==> src/rtl/uart_frame_pkg.sv <==
// -----------------------------------------------------------------------------
// uart_frame_pkg
// Shared frame definitions for the monitor UART link (RX parser and TX framer).
//   FRAME_H1 / FRAME_H2   : two-byte frame header (EB 9C)
//   FRAME_PAYLOAD_BYTES   : payload length in bytes
//   CHK_SEED              : checksum value after both header bytes (EB+9C mod 256)
//   frame_state_e         : parser state encoding
//   chk_add()             : 8-bit wrap-around checksum accumulate
// -----------------------------------------------------------------------------
package uart_frame_pkg;

   localparam logic [7:0] FRAME_H1            = 8'hEB;
   localparam logic [7:0] FRAME_H2            = 8'h9C;
   localparam int         FRAME_PAYLOAD_BYTES = 8;
   localparam logic [7:0] CHK_SEED            = 8'h87;

   typedef enum logic [2:0] {
      HUNT_H1 = 3'd0,
      HUNT_H2 = 3'd1,
      PAYLOAD = 3'd2,
      CHK     = 3'd3,
      DONE    = 3'd4
   } frame_state_e;

   function automatic logic [7:0] chk_add(input logic [7:0] a, input logic [7:0] b);
      return a + b;
   endfunction

endpackage

==> src/rtl/uart_rx_timer.sv <==
// -----------------------------------------------------------------------------
// uart_rx_timer
// Inter-byte timeout counter for the frame parser.
//   clk, rst   : clock, synchronous active-high reset
//   i_clr      : clear the count (byte seen, or parser idle)
//   i_run      : count this cycle (parser inside a frame)
//   o_expire   : single-cycle pulse when the count reaches TIMEOUT_CYC-1
//                while running and not being cleared
// The count saturates at all-ones so a stuck i_run can never wrap it.
// -----------------------------------------------------------------------------
module uart_rx_timer #(
   parameter int TIMEOUT_CYC = 20000
) (
   input  logic clk,
   input  logic rst,
   input  logic i_clr,
   input  logic i_run,
   output logic o_expire
);

   localparam int             CW   = $clog2(TIMEOUT_CYC + 1);
   localparam logic [CW-1:0]  LAST = CW'(TIMEOUT_CYC - 1);

   logic [CW-1:0] r_cnt;

   always_ff @(posedge clk) begin
      if (rst || i_clr) begin
         r_cnt <= '0;
      end else if (i_run && (r_cnt != '1)) begin
         r_cnt <= r_cnt + CW'(1);
      end
   end

   // A byte in the same cycle clears the timer and therefore wins.
   assign o_expire = i_run & ~i_clr & (r_cnt == LAST);

endmodule

==> src/rtl/uart_frame_rx.sv <==
// -----------------------------------------------------------------------------
// uart_frame_rx
// Receive-side frame parser for the monitor UART link. Hunts for header EB 9C,
// collects 8 payload bytes LS byte first into a 64-bit word, optionally checks
// a trailing additive checksum, and abandons frames stalled longer than
// TIMEOUT_CYC cycles between bytes.
//   clk, rst       : clock, synchronous active-high reset
//   I_rx_en        : byte strobe (one byte per high cycle)
//   I_rx_data      : received byte, valid with I_rx_en
//   O_data         : last good payload, byte k at [8k+7:8k]
//   O_data_valid   : 1-cycle pulse when O_data is updated
//   O_crc_err      : 1-cycle pulse on checksum mismatch
//   O_timeout      : 1-cycle pulse when a partial frame is abandoned
// All three pulses and O_data are registered; they appear the cycle after the
// byte (or idle cycle) that caused them.
// -----------------------------------------------------------------------------
module uart_frame_rx
   import uart_frame_pkg::*;
#(
   parameter int CHECKSUM_EN = 0,
   parameter int TIMEOUT_CYC = 20000
) (
   input  logic        clk,
   input  logic        rst,
   input  logic        I_rx_en,
   input  logic [7:0]  I_rx_data,
   output logic [63:0] O_data,
   output logic        O_data_valid,
   output logic        O_crc_err,
   output logic        O_timeout
);

   frame_state_e r_state, w_nxt_state;
   logic [2:0]   r_idx,   w_nxt_idx;
   logic [63:0]  r_shreg, w_nxt_shreg;
   logic [7:0]   r_chk,   w_nxt_chk;
   logic [63:0]  r_data,  w_nxt_data;
   logic         r_vld,   w_nxt_vld;
   logic         r_crc,   w_nxt_crc;
   logic         r_to,    w_nxt_to;

   logic         w_in_frame;
   logic         w_expire;
   logic [63:0]  w_word;

   // HUNT_H1 and DONE are both "between frames": timer held clear.
   assign w_in_frame = (r_state == HUNT_H2) || (r_state == PAYLOAD) || (r_state == CHK);

   uart_rx_timer #(
      .TIMEOUT_CYC (TIMEOUT_CYC)
   ) u_timer (
      .clk      (clk),
      .rst      (rst),
      .i_clr    (I_rx_en | ~w_in_frame),
      .i_run    (w_in_frame),
      .o_expire (w_expire)
   );

   // Shift register with the current byte dropped into its slot.
   always_comb begin
      w_word = r_shreg;
      w_word[{r_idx, 3'b000} +: 8] = I_rx_data;
   end

   always_ff @(posedge clk) begin
      if (rst) begin
         r_state <= HUNT_H1;
         r_idx   <= '0;
         r_shreg <= '0;
         r_chk   <= '0;
         r_data  <= '0;
         r_vld   <= 1'b0;
         r_crc   <= 1'b0;
         r_to    <= 1'b0;
      end else begin
         r_state <= w_nxt_state;
         r_idx   <= w_nxt_idx;
         r_shreg <= w_nxt_shreg;
         r_chk   <= w_nxt_chk;
         r_data  <= w_nxt_data;
         r_vld   <= w_nxt_vld;
         r_crc   <= w_nxt_crc;
         r_to    <= w_nxt_to;
      end
   end

   always_comb begin
      w_nxt_state = r_state;
      w_nxt_idx   = r_idx;
      w_nxt_shreg = r_shreg;
      w_nxt_chk   = r_chk;
      w_nxt_data  = r_data;
      w_nxt_vld   = 1'b0;
      w_nxt_crc   = 1'b0;
      w_nxt_to    = 1'b0;

      if (w_expire) begin
         w_nxt_state = HUNT_H1;
         w_nxt_to    = 1'b1;
      end else if (I_rx_en) begin
         unique case (r_state)
            // DONE only exists to mark the valid cycle; a byte arriving then
            // is treated exactly like a first-header candidate.
            HUNT_H1, DONE: begin
               w_nxt_state = (I_rx_data == FRAME_H1) ? HUNT_H2 : HUNT_H1;
            end
            HUNT_H2: begin
               if (I_rx_data == FRAME_H2) begin
                  w_nxt_state = PAYLOAD;
                  w_nxt_idx   = '0;
                  w_nxt_chk   = CHK_SEED;
                  w_nxt_shreg = '0;
               end else if (I_rx_data == FRAME_H1) begin
                  w_nxt_state = HUNT_H2;
               end else begin
                  w_nxt_state = HUNT_H1;
               end
            end
            PAYLOAD: begin
               w_nxt_shreg = w_word;
               w_nxt_chk   = chk_add(r_chk, I_rx_data);
               w_nxt_idx   = r_idx + 3'd1;
               if (r_idx == 3'(FRAME_PAYLOAD_BYTES - 1)) begin
                  if (CHECKSUM_EN != 0) begin
                     w_nxt_state = CHK;
                  end else begin
                     w_nxt_state = DONE;
                     w_nxt_data  = w_word;
                     w_nxt_vld   = 1'b1;
                  end
               end
            end
            CHK: begin
               if (I_rx_data == r_chk) begin
                  w_nxt_state = DONE;
                  w_nxt_data  = r_shreg;
                  w_nxt_vld   = 1'b1;
               end else begin
                  w_nxt_state = HUNT_H1;
                  w_nxt_crc   = 1'b1;
               end
            end
            default: w_nxt_state = HUNT_H1;
         endcase
      end else if (r_state == DONE) begin
         w_nxt_state = HUNT_H1;
      end
   end

   assign O_data       = r_data;
   assign O_data_valid = r_vld;
   assign O_crc_err    = r_crc;
   assign O_timeout    = r_to;

endmodule

==> config.mk <==
export PLATFORM = sky130hd
export DESIGN_NAME = uart_frame_rx
export DESIGN_NICKNAME = d
export VERILOG_FILES = /design/src/rtl/uart_frame_pkg.sv /design/src/rtl/uart_rx_timer.sv /design/src/rtl/uart_frame_rx.sv
export SDC_FILE = /design/constraint.sdc
export NUM_CORES = 1
export LEC_CHECK = 0
export BUFFER_PORTS_ARGS = -buffer_cell sky130_fd_sc_hd__buf_4
export CORE_MARGIN = 2
export CORE_UTILIZATION = 53
export DETAILED_ROUTE_END_ITERATION = 16
export PLACE_DENSITY = 0.86
export SYNTH_ARGS = -nofsm -noshare
export SYNTH_HDL_FRONTEND = slang
export SYNTH_HIERARCHICAL = 1
export SYNTH_SLANG_ARGS = --single-unit
export TNS_END_PERCENT = 50
==> constraint.sdc <==
create_clock -name clk -period 2.87 [get_ports clk]
set_clock_uncertainty 0.05 [all_clocks]
set_input_delay 0.4305 -clock clk [delete_from_list [all_inputs] [get_ports clk]]
set_output_delay 0.4305 -clock clk [all_outputs]
set_load 0.05 [all_outputs]
-- After elaboration in Yosys (flattened, before gate mapping)
Cells that the tools add are included.
- register bits after elaboration: 160
- latch bits: 0
- memory bits (writable): 0
- ROM bits: 0
- input port bits: 11
- memories: 0
- $add $sub $neg: 4
- $mul: 0
- divide/modulo/power cells: 0
- $lt $le $gt $ge: 0
- equal/unequal tests: 14
- shift operators: 2
- mux-type cells: 22
- bitwise gates (word level): 8
- reduce and logical (&&, ||, !) cells: 15
- operators with widths (cell ; count):
    case mux 64 bit (2 select lines) ; 2
    2-to-1 mux 64 bit ; 3
    bitwise mux 64 bit ; 1
    variable shift 8 x 8 -> 64 bit, first input constant ; 1
    indexed part select 8 x 8 -> 64 bit ; 1
    == test 8 bit, second input constant ; 2
    case mux 8 bit (2 select lines) ; 1
    adder 15 x 1 -> 15 bit, second input constant ; 1
    == test 15 bit, second input constant ; 1
    2-to-1 mux 3 bit ; 5
    inequality test 15 bit, second input constant ; 1
    case mux 3 bit (4 select lines) ; 1
    adder 8 bit ; 1
    == test 8 bit ; 1
    2-to-1 mux 8 bit ; 1
    negation 6 -> 8 bit ; 1
    == test 3 x 2 -> 1 bit, second input constant ; 2
    == test 3 bit, second input constant ; 2
    inequality test 2 x 1 -> 1 bit, second input constant ; 3
    case mux 3 bit (2 select lines) ; 1
    nonzero test 2 bit ; 3
    2-to-1 mux 1 bit ; 5
    NOT 1 bit ; 5
    AND reduction 5 bit ; 1
    other kinds (15) ; 19

-- Depth between registers and ports, before layout
- depth after elaboration: 10
- gate-level depth with buffers: 12

-- Hierarchy
The synthesis kept the hierarchy.
- modules (own cells, without submodules) (module ; instances ; cells an instance ; area an instance (µm²) ; seq. area each (µm²)):
    uart_frame_rx ; 1 ; 738 ; 6887.9 ; 2902.8
    uart_rx_timer ; 1 ; 95 ; 812.0 ; 300.3

-- Least setup slack after synthesis
No wires, ideal clock.
- path type: register to register
- start: register r_state[0]
- end: register r_data[16] (netlist: O_data[16])
- arrival time: 2527 ps
- data required time: 2674 ps
- slack: 147 ps
- cell stages (with the launch flop): 13
- buffers on the path: 3
- clock period less this slack: 2723 ps
- cells stage by stage: dfxtp_1 buf_2 nor2_1 nor2_1 and4_1 nand2_1 nor4_1 or3b_1 nor2_1 buf_4 buf_4 nor2_1 a211oi_2
- longest elaborated chain between the ends: 10
- RTL lines (what ; line ; source):
    from (decl) ; uart_frame_rx.sv:33 ; frame_state_e r_state, w_nxt_state;
    from (signal assigned) ; uart_frame_rx.sv:76 ; r_state <= w_nxt_state;
    == test 3 x 1 -> 1 bit or == test 3 x 2 -> 1 bit (tied branches) ; uart_frame_rx.sv:47 ; assign w_in_frame = (r_state == HUNT_H2) || (r_state == PAYLOAD) || (r_state == CHK);
    logical OR 1 bit ; uart_frame_rx.sv:47 ;
    logical OR 1 bit (*) ; uart_frame_rx.sv:47 ;
    named net w_in_frame ; uart_frame_rx.sv:42 ; logic w_in_frame;
    NOT 1 bit ; uart_frame_rx.sv:54 ; .i_clr (I_rx_en | ~w_in_frame),
    bitwise OR 1 bit ; uart_frame_rx.sv:54 ;
    NOT 1 bit ; uart_rx_timer.sv:35 ; assign o_expire = i_run & ~i_clr & (r_cnt == LAST);
    AND 1 bit (*) (2 in a row) ; uart_rx_timer.sv:35 ;
    named net w_expire ; uart_frame_rx.sv:43 ; logic w_expire;
    NOT 1 bit (no line) (*) ; - ;
    AND reduction 5 bit (no line) (*) ; - ;
    to (signal assigned) ; uart_frame_rx.sv:80 ; r_data <= w_nxt_data;
    to (decl) ; uart_frame_rx.sv:37 ; logic [63:0] r_data, w_nxt_data;
Mark *: on every way through the listed nets, which the timed path passes. The rest lies on a longest branch.
A chain may end at the register's enable or synchronous reset.

-- Worst setup path in the final report
- start: register u_timer.r_cnt[0]
- end: register r_data[20] (netlist: O_data[20])
- longest elaborated chain between the ends: 4
- RTL lines (what ; line ; source):
    from (decl) ; uart_rx_timer.sv:24 ; logic [CW-1:0] r_cnt;
    from (signal assigned) ; uart_rx_timer.sv:30 ; r_cnt <= r_cnt + CW'(1);
    == test 15 bit ; uart_rx_timer.sv:35 ;
    AND 1 bit ; uart_rx_timer.sv:35 ;
    named net w_expire ; uart_frame_rx.sv:43 ;
    NOT 1 bit (no line) ; - ;
    AND reduction 5 bit (no line) ; - ;
The timed path passes the listed nets, and every way through them passes these cells.

==> reports/metrics.yaml <==
status:
  status: "complete, no violations"
routing:
  drcViolationCount: 0
  ant_nets: 0
  drt-initial-drc-count: 725
  dr.pass1.iters: 6
  vias_per_cell: 6.122
  routedWlPerCell_um: 16.89
  vias: 6648
  routed_wl_um: 18340
placement:
  place.gp.congestion: 0.9153
  io_buffers: 77
  place_inst: 1054
  dpl.hpwl_um: 11940
worst_setup_path:
  end_kind: "register"
  timing.rr.end: "O_data[20]"
  reg2reg_depth: 10
  worstPathArrival_ns: 2.98
  cp_max_fo: 68
  critPathMaxStageDelay_ns: 0.45
  crit_chain: "ha_1 -> and4_1 -> nand2_1 -> nor4_1 -> buf_4 -> or3b_1 -> nor2_4 -> buf_12 -> nor2_1 -> a211oi_2"
  rr_startpoint: "u_timer/r_cnt[0]"
  rrSetupSlack_ns: 0.19
  cp-start-kind: "register"
  crit_path_top_delay_cell: "or3b_1"
  crit_type: "reg -> reg"
  crit_required_ns: 3.17
power_and_ir_drop:
  clock_power_share_pct: 50.9
  vdd_drop_max_uv: 417.3
  switching_share_pct: 20.93
  finalPower_uw: 4750
  combPwrFrac_pct: 2.3
  internal_power_uw: 3756
  seqPwrFrac_pct: 46.7
  power-per-cell-area_nw_per_um2: 527.2
  p_leak_uw: 0.003059
  power.switching_uw: 994.4
cts:
  clockRootBuffer: "clkbuf_16"
  hold_buffers: 0
  clockBufferDepth: 2
  cts_resized: 0
  cts.sinks: 160
  cts_max_level: 4
  cts_buffers: 17
  cts_tree: "done"
  clk_latency_ns: 0.43
  path_clk_slew_ns: 0.06
  post_cts_buffers: 0
logic_synthesis:
  synth_edf_count: 0
  netlist_instances: 833
  syn_avg_cell_area_um2: 9.244
  synth-warning-count: 6
  seq_area_frac_synth_pct: 41.60
  async_flop_share_pct: 0
  synth_area_um2: 7700
  synth_nets: 860
  synth_cell_types: 69
  ys.flop_type: "dfxtp_1"
  ys_seq_elements: 160
grt:
  grtUsageMet1_pct: 29.90
  top_usage_layer: "met2"
  antenna_found_initial: 0
  met2_usage_pct: 38.12
  grt_pass1_wl_um: 30020
  grt_max_degree: 86
  met3_usage_pct: 5.241
  grt_pass1_vias: 6137
  grt_remaining_overflow: 0
  grt_use_total_pct: 23.30
floorplan:
  fp.dieH_um: 124.5
  fp.coreArea_um2: 14370
  pin_count: 78
  start_util_pct: 53.59
  die_w_um: 124.5
  die_area_um2: 15510
  core.rowCount: 44
worst_hold_path:
  min_from: "I_rx_en"
  min_to: "O_crc_err"
  whs_path_depth: 3
  min_path_type: "in -> reg"
sta:
  setup_violations: 0
  setup_tns_ns: 0
  slew_headroom_pct: 39.55
  hold_viol: 0
  drv_slew: 0
  worst_pin_slew_ns: 0.9054
  period_share_pct: 93.34
  rsz0062_at_grt: "false"
  fmax_ghz: 0.3733
  fin_crit_ns: 2.679
layout:
  final_common_cell: "nor2_1"
  layout.nets: 916
  area_delta_synth_final_pct: 17.03
  antenna_cells: 0
  final_cells: 1086
  drive_above_1_share_pct: 24.06
  final_cell_mix: "184 x nor2_1, 160 x dfxtp_1, 89 x buf_4"
flow_run:
  drv_cap: 0
-- metrics by stage --
step	setup WS, ns	cell area (µm²)	hold slack, ns	util, %
floorplan	0.1468	7700	0.3987	-
global placement	0.3168	8374	0.4086	58.28
detailed placement	0.2354	8374	0.4346	58.28
CTS	0.2072	9011	0.2305	62.71
global route	0.01466	9011	0.2564	62.71
finish	0.1911	9011	0.2464	62.71
-- power by group through the flow --
stage,clock (µW),combinational [µW],sequential (µW)
3_5_place_dp,0,108,2270
4_1_cts,2440,108,2220
3_3_place_gp,0,108,2270
2_1_floorplan,0,70.7,2270
5_1_grt,2550,117,2220
6_report,2420,110,2220
-- logic make-up after synthesis --
family,Yosys count,synth area share [%]
flip-flops,160,41.60
AND/OR/NAND/NOR,324,21.56
XOR/XNOR,4,0.4549
multiplexers,17,2.210
adder cells (fa/ha/maj),16,2.697
AO/OA/AOI/OAI,245,27.10
buffers and inverters,67,4.371
-- routing by layer --
layer	routed length (µm)	part of all wire, %
met5	0	0
met3	882	4.8
met2	9113	50
met4	379	2.1
met1	7965	43
-- cell usage after synthesis, types with 4 or more instances --
cell type / count / area share [%]
nand3_1: 13 / 0.84
mux2i_1: 17 / 2.2
nor4_1: 5 / 0.41
a32o_1: 48 / 6.2
inv_1: 11 / 0.54
nand2_1: 36 / 1.8
nor2b_1: 16 / 1.3
o21ai_0: 9 / 0.58
a21oi_1: 64 / 4.2
a211oi_1: 13 / 1.3
or4_1: 4 / 0.39
a211oi_2: 56 / 9.1
o21a_1: 5 / 0.49
nor3_1: 11 / 0.71
clkbuf_1: 24 / 1.2
nand4_1: 5 / 0.41
a22oi_1: 20 / 1.9
nand3b_1: 4 / 0.39
and4_1: 4 / 0.45
ha_1: 15 / 2.4
and3_1: 4 / 0.32
buf_2: 16 / 1.0
buf_4: 11 / 1.1
dfxtp_1: 160 / 42
o21ai_2: 8 / 0.91
o31ai_1: 5 / 0.49
xnor2_1: 4 / 0.45
nor2_1: 185 / 9.0
-- flip-flops by register name, summed over array words and instances, names as in the netlist --
register / flops
u_timer/r_cnt: 15
O_data_valid: 1
r_state: 3
r_chk: 8
O_data: 64
O_crc_err: 1
O_timeout: 1
r_shreg: 64
r_idx: 3
-- worst max path at each step --
stage	cells after the start	to	slack [ns]	from
global route	10	O_data[24]	0.01	u_timer/r_cnt[0]
CTS	10	O_data[20]	0.21	u_timer/r_cnt[0]
floorplan	12	O_data[16]	0.15	r_state[0]
finish	10	O_data[20]	0.19	u_timer/r_cnt[0]
detailed placement	10	O_data[20]	0.24	u_timer/r_cnt[0]
global placement	10	r_shreg[63]	0.32	I_rx_en
-- cell type report --
cell class | count | area [µm²]
inverter | 12 | 45.04
fill | 1101 | 5358
clock buffer | 20 | 456.7
tap | 184 | 230.2
clock inverter | 12 | 180.2
sequential | 160 | 3203
multi-input combinational | 606 | 4168
timing repair buffer | 92 | 728.2
-- worst max-delay path: cells and delay by family (launching register included) --
family	cells	cell delay, ns
flip-flops	1	0.34
AND/OR/NAND/NOR	6	1.23
AO/OA/AOI/OAI	1	0.21
buffers and inverters	2	0.47
adder cells (fa/ha/maj)	1	0.25
Power figures use the tool's default switching activity.
